$ cat config.mk
export PLATFORM = sky130hd
export DESIGN_NAME = servo_sequencer
export DESIGN_NICKNAME = d
export VERILOG_FILES = /design/src/rtl/servo_pkg.sv /design/src/rtl/servo_pwm_ch.sv /design/src/rtl/servo_sequencer.sv
export SDC_FILE = /design/constraint.sdc
export NUM_CORES = 1
export LEC_CHECK = 0
export CAP_MARGIN = 10
export CORE_MARGIN = 8
export CORE_UTILIZATION = 58
export CTS_BUF_LIST = sky130_fd_sc_hd__clkbuf_8
export DETAILED_ROUTE_END_ITERATION = 12
export HOLD_SLACK_MARGIN = 0.02
export MAX_ROUTING_LAYER = met4
export PLACE_DENSITY = 0.77
export REMOVE_ABC_BUFFERS = 1
export SLEW_MARGIN = 30
export SYNTH_ARGS = -nofsm -noshare
export SYNTH_HDL_FRONTEND = slang
export SYNTH_HIERARCHICAL = 1
export SYNTH_SLANG_ARGS = --single-unit
$ cat constraint.sdc
create_clock -name clk -period 9.06 [get_ports clk]
set_input_delay 0.906 -clock clk [delete_from_list [all_inputs] [get_ports clk]]
set_output_delay 0.906 -clock clk [all_outputs]
set_load 0.01 [all_outputs]
$ cat src/rtl/servo_pkg.sv
// rtl/servo_pkg.sv - shared FSM states, mode encodings and tick conversion helpers
package servo_pkg;

    typedef enum logic [2:0] {
        ST_IDLE,
        ST_FETCH,
        ST_LOAD,
        ST_MOVE,
        ST_HOLD
    } state_t;

    localparam logic [1:0] MODE_STOP   = 2'b00;
    localparam logic [1:0] MODE_SINGLE = 2'b01;
    localparam logic [1:0] MODE_LOOP   = 2'b10;
    localparam logic [1:0] MODE_MANUAL = 2'b11;

    function automatic int us_to_ticks(input int clk_hz, input int us);
        return (clk_hz / 1_000_000) * us;
    endfunction

    // Ticks per position code, rounded down so full scale never exceeds max_ticks
    function automatic int pulse_scale(input int min_ticks, input int max_ticks, input int data_width);
        return (max_ticks - min_ticks) / ((2 ** data_width) - 1);
    endfunction

endpackage

$ cat src/rtl/servo_pwm_ch.sv
// rtl/servo_pwm_ch.sv - one servo channel: target register, slew limiter, pulse latch and PWM compare
module servo_pwm_ch #(
    parameter int DATA_WIDTH = 8,
    parameter int CNT_WIDTH  = 20,
    parameter int MIN_TICKS  = 50000,
    parameter int SCALE      = 196,
    parameter int SLEW       = 4
) (
    input  logic                  clk,
    input  logic                  rst,
    input  logic                  en,
    input  logic                  frame_tick,
    input  logic                  move_en,
    input  logic                  tgt_load,
    input  logic [DATA_WIDTH-1:0] tgt_in,
    input  logic [CNT_WIDTH-1:0]  cnt,
    output logic                  settled,
    output logic                  pwm
);

    localparam logic [DATA_WIDTH-1:0] MID       = DATA_WIDTH'(2 ** (DATA_WIDTH - 1));
    localparam logic [DATA_WIDTH:0]   SLEW_C    = (DATA_WIDTH + 1)'(SLEW);
    localparam logic [CNT_WIDTH-1:0]  PULSE_MID = CNT_WIDTH'(MIN_TICKS + (2 ** (DATA_WIDTH - 1)) * SCALE);

    logic [DATA_WIDTH-1:0] pos;
    logic [DATA_WIDTH-1:0] tgt;
    logic [DATA_WIDTH-1:0] pos_next;
    logic [DATA_WIDTH-1:0] diff;
    logic [DATA_WIDTH-1:0] delta;
    logic [CNT_WIDTH-1:0]  pulse;
    logic [CNT_WIDTH-1:0]  pulse_next;

    always_comb begin
        diff     = (tgt > pos) ? tgt - pos : pos - tgt;
        delta    = ({1'b0, diff} > SLEW_C) ? SLEW_C[DATA_WIDTH-1:0] : diff;
        pos_next = pos;
        if (move_en) begin
            pos_next = (tgt > pos) ? pos + delta : pos - delta;
        end
    end

    // Width follows the post-slew position so the new pulse starts in the same frame
    assign pulse_next = CNT_WIDTH'(MIN_TICKS) + CNT_WIDTH'(pos_next) * CNT_WIDTH'(SCALE);
    assign settled    = (pos_next == tgt);

    always_ff @(posedge clk) begin
        if (rst) begin
            pos   <= MID;
            tgt   <= MID;
            pulse <= PULSE_MID;
            pwm   <= 1'b0;
        end else begin
            if (tgt_load) begin
                tgt <= tgt_in;
            end
            if (frame_tick) begin
                pos   <= pos_next;
                pulse <= pulse_next;
            end
            pwm <= en && (cnt < pulse);
        end
    end

endmodule

$ cat src/rtl/servo_sequencer.sv
// rtl/servo_sequencer.sv - waypoint playback sequencer driving NUM_CH slew-limited servo PWM channels
module servo_sequencer
    import servo_pkg::*;
#(
    parameter int NUM_CH          = 3,
    parameter int DATA_WIDTH      = 8,
    parameter int ADDR_WIDTH      = 8,
    parameter int CLK_HZ          = 50_000_000,
    parameter int FRAME_US        = 20000,
    parameter int MIN_US          = 1000,
    parameter int MAX_US          = 2000,
    parameter int FRAMES_PER_STEP = 25,
    parameter int SLEW            = 4
) (
    input  logic                         clk,
    input  logic                         rst,
    input  logic                         en,
    input  logic [1:0]                   mode,
    input  logic                         start,
    input  logic [ADDR_WIDTH-1:0]        seq_len,
    input  logic [NUM_CH*DATA_WIDTH-1:0] manual_pos,
    output logic [ADDR_WIDTH-1:0]        rom_addr,
    input  logic [NUM_CH*DATA_WIDTH-1:0] rom_data,
    output logic [NUM_CH-1:0]            pwm_out,
    output logic                         busy,
    output logic                         done
);

    localparam int FRAME_TICKS = us_to_ticks(CLK_HZ, FRAME_US);
    localparam int MIN_TICKS   = us_to_ticks(CLK_HZ, MIN_US);
    localparam int MAX_TICKS   = us_to_ticks(CLK_HZ, MAX_US);
    localparam int SCALE       = pulse_scale(MIN_TICKS, MAX_TICKS, DATA_WIDTH);
    localparam int CNT_WIDTH   = $clog2(FRAME_TICKS + 1);
    localparam int HOLD_W      = $clog2(FRAMES_PER_STEP + 1);

    state_t                         state;
    logic [CNT_WIDTH-1:0]           frame_cnt;
    logic [HOLD_W-1:0]              hold_cnt;
    logic                           frame_tick;
    logic                           move_en;
    logic                           tgt_load;
    logic [NUM_CH*DATA_WIDTH-1:0]   tgt_src;
    logic [NUM_CH-1:0]              settled;

    assign frame_tick = (frame_cnt == '0);
    // Stop freezes the servos where they are; every other mode keeps slewing
    assign move_en    = (mode != MODE_STOP);
    assign tgt_load   = (mode == MODE_MANUAL) || (state == ST_LOAD);
    assign tgt_src    = (mode == MODE_MANUAL) ? manual_pos : rom_data;

    always_ff @(posedge clk) begin
        if (rst || frame_cnt == CNT_WIDTH'(FRAME_TICKS - 1)) begin
            frame_cnt <= '0;
        end else begin
            frame_cnt <= frame_cnt + 1'b1;
        end
    end

    for (genvar i = 0; i < NUM_CH; i++) begin : g_ch
        servo_pwm_ch #(
            .DATA_WIDTH (DATA_WIDTH),
            .CNT_WIDTH  (CNT_WIDTH),
            .MIN_TICKS  (MIN_TICKS),
            .SCALE      (SCALE),
            .SLEW       (SLEW)
        ) u_ch (
            .clk        (clk),
            .rst        (rst),
            .en         (en),
            .frame_tick (frame_tick),
            .move_en    (move_en),
            .tgt_load   (tgt_load),
            .tgt_in     (tgt_src[i*DATA_WIDTH +: DATA_WIDTH]),
            .cnt        (frame_cnt),
            .settled    (settled[i]),
            .pwm        (pwm_out[i])
        );
    end

    always_ff @(posedge clk) begin
        if (rst) begin
            state    <= ST_IDLE;
            rom_addr <= '0;
            hold_cnt <= '0;
            busy     <= 1'b0;
            done     <= 1'b0;
        end else begin
            done <= 1'b0;
            if (mode == MODE_STOP || mode == MODE_MANUAL) begin
                state <= ST_IDLE;
                busy  <= 1'b0;
            end else begin
                case (state)
                    ST_IDLE: begin
                        if (start) begin
                            rom_addr <= '0;
                            state    <= ST_FETCH;
                            busy     <= 1'b1;
                        end
                    end
                    ST_FETCH: state <= ST_LOAD;
                    ST_LOAD:  state <= ST_MOVE;
                    ST_MOVE: begin
                        if (frame_tick && (&settled)) begin
                            state    <= ST_HOLD;
                            hold_cnt <= '0;
                        end
                    end
                    ST_HOLD: begin
                        if (frame_tick) begin
                            if (hold_cnt == HOLD_W'(FRAMES_PER_STEP - 1)) begin
                                hold_cnt <= '0;
                                if (rom_addr < seq_len) begin
                                    rom_addr <= rom_addr + 1'b1;
                                    state    <= ST_FETCH;
                                end else if (mode == MODE_LOOP) begin
                                    rom_addr <= '0;
                                    state    <= ST_FETCH;
                                end else begin
                                    done  <= 1'b1;
                                    busy  <= 1'b0;
                                    state <= ST_IDLE;
                                end
                            end else begin
                                hold_cnt <= hold_cnt + 1'b1;
                            end
                        end
                    end
                    default: state <= ST_IDLE;
                endcase
            end
        end
    end

endmodule

==> results of run 1 <==
[critical path, delay by kind of cell (launching register included)]
family | cells | cell delay, ns
compound gates | 17 | 3.39
xor+xnor | 3 | 0.60
fa+ha+maj | 6 | 1.68
buf+inv | 2 | 0.14
flops | 1 | 0.40
mux | 2 | 0.53
simple gates | 6 | 1.64
[per-layer routing]
metal / vias to the layer above / share of wire, %
li1: 5630 / -
met1: 5188 / 47
met2: 256 / 47
met3: 40 / 4.4
met4: 0 / 1.3
met5: - / 0
[what timing repair did]
action	in CTS	in global routing
gates resized for setup	0	7
buffers inserted	0	3
setup endpoints to repair	0	2
[cell families after synthesis]
logic type / after synthesis
buffers and inverters: 223
flip-flops: 128
multiplexers: 95
XOR/XNOR: 125
AND/OR/NAND/NOR: 452
adder cells (fa/ha/maj): 225
AO/OA/AOI/OAI: 327
[per-stage QoR]
stage | util [%] | hold WS [ns]
5_1_grt | 64.4 | 0.494
3_5_place_dp | 62.5 | 0.462
2_1_floorplan | - | 0.438
3_3_place_gp | 62.5 | 0.449
4_1_cts | 64.1 | 0.482
6_report | 64.4 | 0.478
[cell usage after synthesis (9+ instances only)]
library cell,number,area share [%]
o21ai_0,41,1.6
a21oi_1,86,3.3
a21o_1,39,2.2
dfxtp_1,128,19
nand2b_1,16,0.76
xor2_1,32,2.1
a211oi_1,21,1.2
mux2_2,27,2.3
or3_1,9,0.43
buf_6,12,1.0
nor3_1,22,0.84
o21a_1,17,0.97
inv_1,174,5.0
nor2b_1,13,0.62
nor2_1,150,4.3
fa_1,12,1.8
nand3b_1,10,0.57
nand2_1,100,2.9
nor4_1,13,0.62
o21bai_1,13,0.74
ha_1,213,20
o211ai_1,16,0.91
clkbuf_1,22,0.63
nand3_1,33,1.3
nand4_1,14,0.67
a31oi_1,12,0.57
xnor2_1,90,6.0
and3_1,11,0.52
mux2i_1,64,4.9
[placed cells by master, fill, tap and decap left out, types with 6 or more instances in the layout]
| master | n |
|---|---|
| xnor2_1 | 90 |
| a21boi_0 | 8 |
| o31ai_1 | 6 |
| buf_4 | 12 |
| or2_2 | 8 |
| or3_1 | 9 |
| mux2_2 | 27 |
| a221oi_1 | 6 |
| nand3_1 | 33 |
| fa_1 | 12 |
| a31oi_1 | 12 |
| dfxtp_1 | 127 |
| a21oi_1 | 85 |
| o21a_1 | 16 |
| nand3b_1 | 10 |
| o211ai_1 | 16 |
| a211oi_1 | 21 |
| nor2_1 | 150 |
| nor4_1 | 12 |
| nand2b_1 | 16 |
| and3_1 | 11 |
| o21ai_0 | 41 |
| inv_1 | 175 |
| and2_1 | 6 |
| a21oi_2 | 6 |
| nor3_1 | 20 |
| a21o_1 | 39 |
| nor2b_1 | 13 |
| nand4_1 | 14 |
| o21bai_1 | 13 |
| clkbuf_8 | 19 |
| mux2i_1 | 64 |
| xor2_1 | 32 |
| nand2_1 | 100 |
| clkdlybuf4s50_1 | 73 |
| ha_1 | 213 |
| nor3b_1 | 7 |
[flip-flops by register name, indices dropped and copies added, names as in the netlist]
register         flops
state                3
done                 1
g_ch.u_ch/pulse     39
frame_cnt           20
hold_cnt             5
rom_addr             8
g_ch.u_ch/pos       24
busy                 1
g_ch.u_ch/tgt       24
g_ch.u_ch/pwm        3
[path summary, 6_finish.rpt]
check / to / slack (ns) / depth (start not counted)
worst max-delay path: g_ch[2].u_ch/pulse[15] / 0.58 / 36
worst min-delay path: frame_cnt[0] / 0.48 / 1
worst max register to register: g_ch[2].u_ch/pulse[15] / 0.58 / 36
worst min register to register: frame_cnt[0] / 0.48 / 1
[layout make-up]
cell class / count / area share (%)
Multi-Input combinational cell: 1224 / 67.0
Tap cell: 285 / 2.47
Timing Repair Buffer: 86 / 5.71
Clock inverter: 13 / 0.719
Inverter: 175 / 4.55
Sequential cell: 128 / 17.7
Clock buffer: 19 / 1.81
==> flow_metrics.py, run 1 <==
metrics = {
    "placement": {
        "pre_cts_slack_ns": 0.624,
        "dp_cells": 1895,
        "placed_area_sq_mm": 0.0140,
        "dp_hpwl_microns": 23300,
        "io_buffer_count": 74,
        "gp_congestion": 0.899,
    },
    "logic_synthesis": {
        "synth_top_family_by_area": "adder cells",
        "yosysUniqueCellTypes": 100,
        "synth_edf_count": 0,
        "postSynthCellCount": 1575,
        "synthXorXnorAreaFrac_pct": 8.57,
        "synth_compound_area_share_pct": 17.5,
        "synth_area_sq_mm": 0.0132,
        "ys_seq_elements": 128,
        "synthArstFlopShare_pct": 0,
        "synth-simple-area-share_pct": 17.3,
        "ys.flop_type": "dfxtp_1",
        "synth_fa_ha_area_share_pct": 22.1,
        "synth.avg_cell_area_sq_um": 8.36,
        "yosys_warnings": 6,
        "synthMuxAreaShare_pct": 7.66,
        "yosysSeqAreaShare_pct": 19.5,
    },
    "route": {
        "drtPass1Iterations": 5,
        "vias_per_cell": 5.76,
        "wire_per_inst_microns": 15.8,
        "drt_drc_violations_left": 0,
        "drtIter0Drc": 631,
        "num_vias": 11100,
        "postRouteAntennaNets": 0,
        "drt-total-wl_microns": 30500,
    },
    "timing": {
        "setup_viol": 0,
        "fmax_mhz": 118,
        "clock_skew_ns": 0.0170,
        "drv_slew": 0,
        "min_period_ns": 8.48,
        "fin_crit_sh_pct": 93.6,
        "relSlewSlack_pct": 38.1,
        "hold_viol_final": 0,
        "tightest_slew_ns": 0.928,
        "worst_slack_ns": 0.584,
        "tns_ns": 0,
    },
    "floorplan": {
        "io-pin-count": 75,
        "dieWidth_microns": 167,
        "core_sq_mm": 0.0224,
        "start_util_pct": 58.7,
        "dieArea_sq_mm": 0.0278,
        "core.rowCount": 55,
        "dieHeight_microns": 167,
    },
    "cts": {
        "clkSinkCount": 128,
        "ctsRootBufferMaster": "clkbuf_8",
        "clk_pin_slew_ns": 0.09,
        "clock_path_buffers": 2,
        "cts_hold_buffers": 0,
        "cts_htree_levels": 4,
        "clk_latency_ns": 0.46,
        "tritoncts": "yes",
        "cts_made_buffers": 17,
    },
    "hold_path": {
        "worstHoldStart": "frame_cnt[0]",
        "worstHoldPathType": "reg2reg",
    },
    "critical_path": {
        "worstSetupEndpointType": "register",
        "cp_slowest_stage_delay_ns": 0.51,
        "cp_common_cell": "ha_1",
        "cp.arrival_ns": 8.85,
        "crit_fanout": 6,
        "slowest_stage": "or3_2",
        "startpoint": "g_ch[2].u_ch/pos[0]",
        "required_ns": 9.43,
        "crit_path_start_kind": "register",
        "r2r-start": "g_ch[2].u_ch/pos[0]",
        "crit_type": "reg2reg",
    },
    "global_route": {
        "grt-ovfl-total": 0,
        "grt.total_usage_pct": 22.3,
        "met2_usage_pct": 37.3,
        "grt.busiest_layer": "met2",
        "grt_pass1_vias": 10800,
        "antenna_found_initial": 0,
        "grt_pass1_wl_microns": 51300,
        "met1_usage_pct": 28.3,
        "grt_max_degree": 83,
        "grt_use_met3_pct": 3.50,
    },
    "finish": {
        "multi_input_area_sq_mm": 0.00968,
        "design_area_sq_mm": 0.0145,
        "drive_above_1_share_pct": 8.63,
        "diodes": 0,
        "nets": 1919,
        "num-fill-cells": 1903,
        "regArea_sq_mm": 0.00256,
        "area_delta_synth_final_pct": 9.80,
        "final_cells": 1930,
    },
    "status": {
        "status": "completed",
    },
    "run": {
        "maxCapViolations": 0,
    },
}
Power of run 1 is left out: the tool's default activity adds up to more than one toggle a clock period on the data nets, which glitch-free logic cannot reach.
==> inputs of run 2 (changes only) <==
CTS_CLUSTER_DIAMETER = 100   (was unset)
==> results of run 2 <==
Same layout as run 1: the final DEF is identical, and so are final timing and power.
Power of run 2 is left out for the same reason.
==> inputs of run 3 (changes only) <==
SKIP_CTS_REPAIR_TIMING = 1   (was unset)
==> results of run 3 <==
Same layout as run 1: the final DEF is identical, and so are final timing and power.
Power of run 3 is left out for the same reason.
==> RTL change, RTL diff (flow settings as in run 1) <==
Make the reset (`rst`) asynchronous in 2 clocked blocks.
--- a/src/rtl/servo_pwm_ch.sv
+++ b/src/rtl/servo_pwm_ch.sv
@@ -44,5 +44,5 @@
     assign settled    = (pos_next == tgt);
 
-    always_ff @(posedge clk) begin
+    always_ff @(posedge clk or posedge rst) begin
         if (rst) begin
             pos   <= MID;
--- a/src/rtl/servo_sequencer.sv
+++ b/src/rtl/servo_sequencer.sv
@@ -78,5 +78,5 @@
     end
 
-    always_ff @(posedge clk) begin
+    always_ff @(posedge clk or posedge rst) begin
         if (rst) begin
             state    <= ST_IDLE;
Behaviour: differs if rst is asserted again (counterexample within 4 cycles, from zero or initial values and one cycle with rst high); with rst held inactive, the same outputs for 10 cycles.
==> RTL change against run 1 <==
Area after synthesis down 2.0%. Critical path type unchanged. Wire length down 2.8%. Design area down 0.48%. Non-clock buffer count unchanged. Sequential cell count unchanged. Synthesized cell count down 5.8%. Setup slack worse by 0.15 ns.
Power is left out: the tool's default activity adds up to more than one toggle a clock period on the data nets, which glitch-free logic cannot reach.
==> RTL change: results (changes against run 1) <==
Run status
  • Outcome: finished clean

Worst setup path
  • Arrival time worst endpoint: 8.97 ns (+0.12 ns)
  • Crit path largest cell delay: 0.57 ns (+0.06 ns)
  • Crit-path slowest cell: dfstp_2
  • CP required: 9.40 ns (-0.03 ns)

Yosys
  • Post-synth cell types: 78 (-22%)
  • Seq/Total Area, Yosys: 0.243 (+0.0482)
  • Most used DFF post-synth: dfrtp_1
  • Top cells by count, synth: ha_1 (214), inv_1 (169), nand2_1 (122), a21oi_1 (110), nor2_1 (99)
  • Top post-synthesis cells by area: ha_1 (21%), dfrtp_1 (16%), xnor2_1 (6.3%)
  • Post-synth ARST share: 0.844 (+0.844)

GRT
  • Vias in the first global route: 10400 (-4.2%)
  • First-pass GRT wire length: 49.8 mm (-2.9%)
  • Gr usage total: 0.230 (+0.00636)
  • Maximum number of pins on one net before global-route repair: 81 (-2.4%)

Placed design
  • GPL Wtd Cong: 0.905 (+0.72%)
  • Placed inst area: 13900 um2 (-0.66%)
  • Pre-CTS setup slack: 0.479 ns (-0.145 ns)
  • Dpl hpwl: 22.6 mm (-3.4%)

Floorplanning
  • Starting Density: 0.591 (+0.00438)

STA
  • Slew HR: 0.420 (+0.0384)
  • Worst Skew: 0.0156 ns (-0.00139 ns)
  • Hold_ws: 0.488 ns (+0.0102 ns)

Routing
  • DRT iter0 DRCs: 623 (-1.3%)
  • Wire per inst: 16.1 um (+1.7%)
  • Drt via density: 5.69 (-1.1%)
  • TritonRoute pass-1 iters: 7 (+2)

Worst hold path
  • Hold Path Class: reg2reg

Finish
  • Nets: 1840 (-4.1%)
  • Share of cells above drive strength 1: 0.0971 (+0.0108)

Clock tree
  • Clock Pin Slew Worst Setup and Hold Paths: ~0.080 ns
## RTL change: cell count changes after synthesis, moves of 22 or more
cell	change
dfrtp_1	+84
nand2_1	+22
mux2i_1	-40
o21ai_0	+35
dfxtp_1	-108
nor2_1	-51
a21oi_1	+24
dfstp_2	+24
## RTL change: cell families (layout without fill, tap and decap cells)
kind of cell / after synthesis / after routing / synth area share
AOI/OAI and AO/OA: 348 / 348 / 0.180
muxes: 57 / 57 / 0.0480
buffers and inverters: 206 / 287 / 0.0621
xor gates and xnor gates: 141 / 141 / 0.0975
and+or+nand+nor: 378 / 378 / 0.143
adders and majority gates: 226 / 226 / 0.226
DFF: 128 / 128 / 0.243
## RTL change: worst paths after layout
kind | from | endpoint | depth (start not counted)
max in group asynchronous | rst | hold_cnt[4] | 2
hold / removal | g_ch[0].u_ch/pulse[10] | g_ch[0].u_ch/pulse[10] | 2
min in group asynchronous | rst | g_ch[2].u_ch/pwm | 2
setup reg to reg | g_ch[0].u_ch/pos[7] | g_ch[0].u_ch/pulse[15] | 37
setup / recovery | g_ch[0].u_ch/pos[7] | g_ch[0].u_ch/pulse[15] | 37
hold reg to reg | g_ch[0].u_ch/pulse[10] | g_ch[0].u_ch/pulse[10] | 2
## RTL change: layer usage
metal  GRT usage  share of wire  vias to the layer above
met5           -              0                        -
met4      0.0655          0.017                        0
met2       0.373           0.48                      188
met1       0.294           0.46                     4998
li1            -              -                     5288
met3      0.0327          0.040                       30
## RTL change: area by class of cell
| cell class | count | area, um2 |
|---|---|---|
| Clock buffer | 17 | 234 |
| Clock inverter | 15 | 149 |
| Fill cell | 1832 | 7440 |
| Inverter | 169 | 634 |
| Multi-Input combinational cell | 1150 | 9050 |
| Sequential cell | 128 | 3130 |
| Tap cell | 280 | 350 |
| Timing Repair Buffer | 86 | 831 |
## RTL change: worst reg2reg max path: cells and delay by family, from the launching register on
family                   cells  cell delay [ns]
AO/OA/AOI/OAI               14             2.52
XOR/XNOR                     6             0.95
buffers and inverters        2             0.14
flip-flops                   1             0.57
AND/OR/NAND/NOR              8             2.29
multiplexers                 2             0.53
adder cells (fa/ha/maj)      5             1.51
## RTL change: through the flow
| step | TNS [ns] | cells |
|---|---|---|
| after detailed placement | 0 | 1812 |
| after global routing | -0.0162 | 1845 |
| after global placement | 0 | 1812 |
| after CTS | 0 | 1844 |
| after floorplan | 0 | 1447 |
| final | 0 | 1845 |
## RTL change: timing repair
item | CTS | global route
setup endpoints to repair | 0 | 3
setup buffers | 0 | 1
gates resized for setup | 0 | 13
hold endpoints to repair | 0 | 0
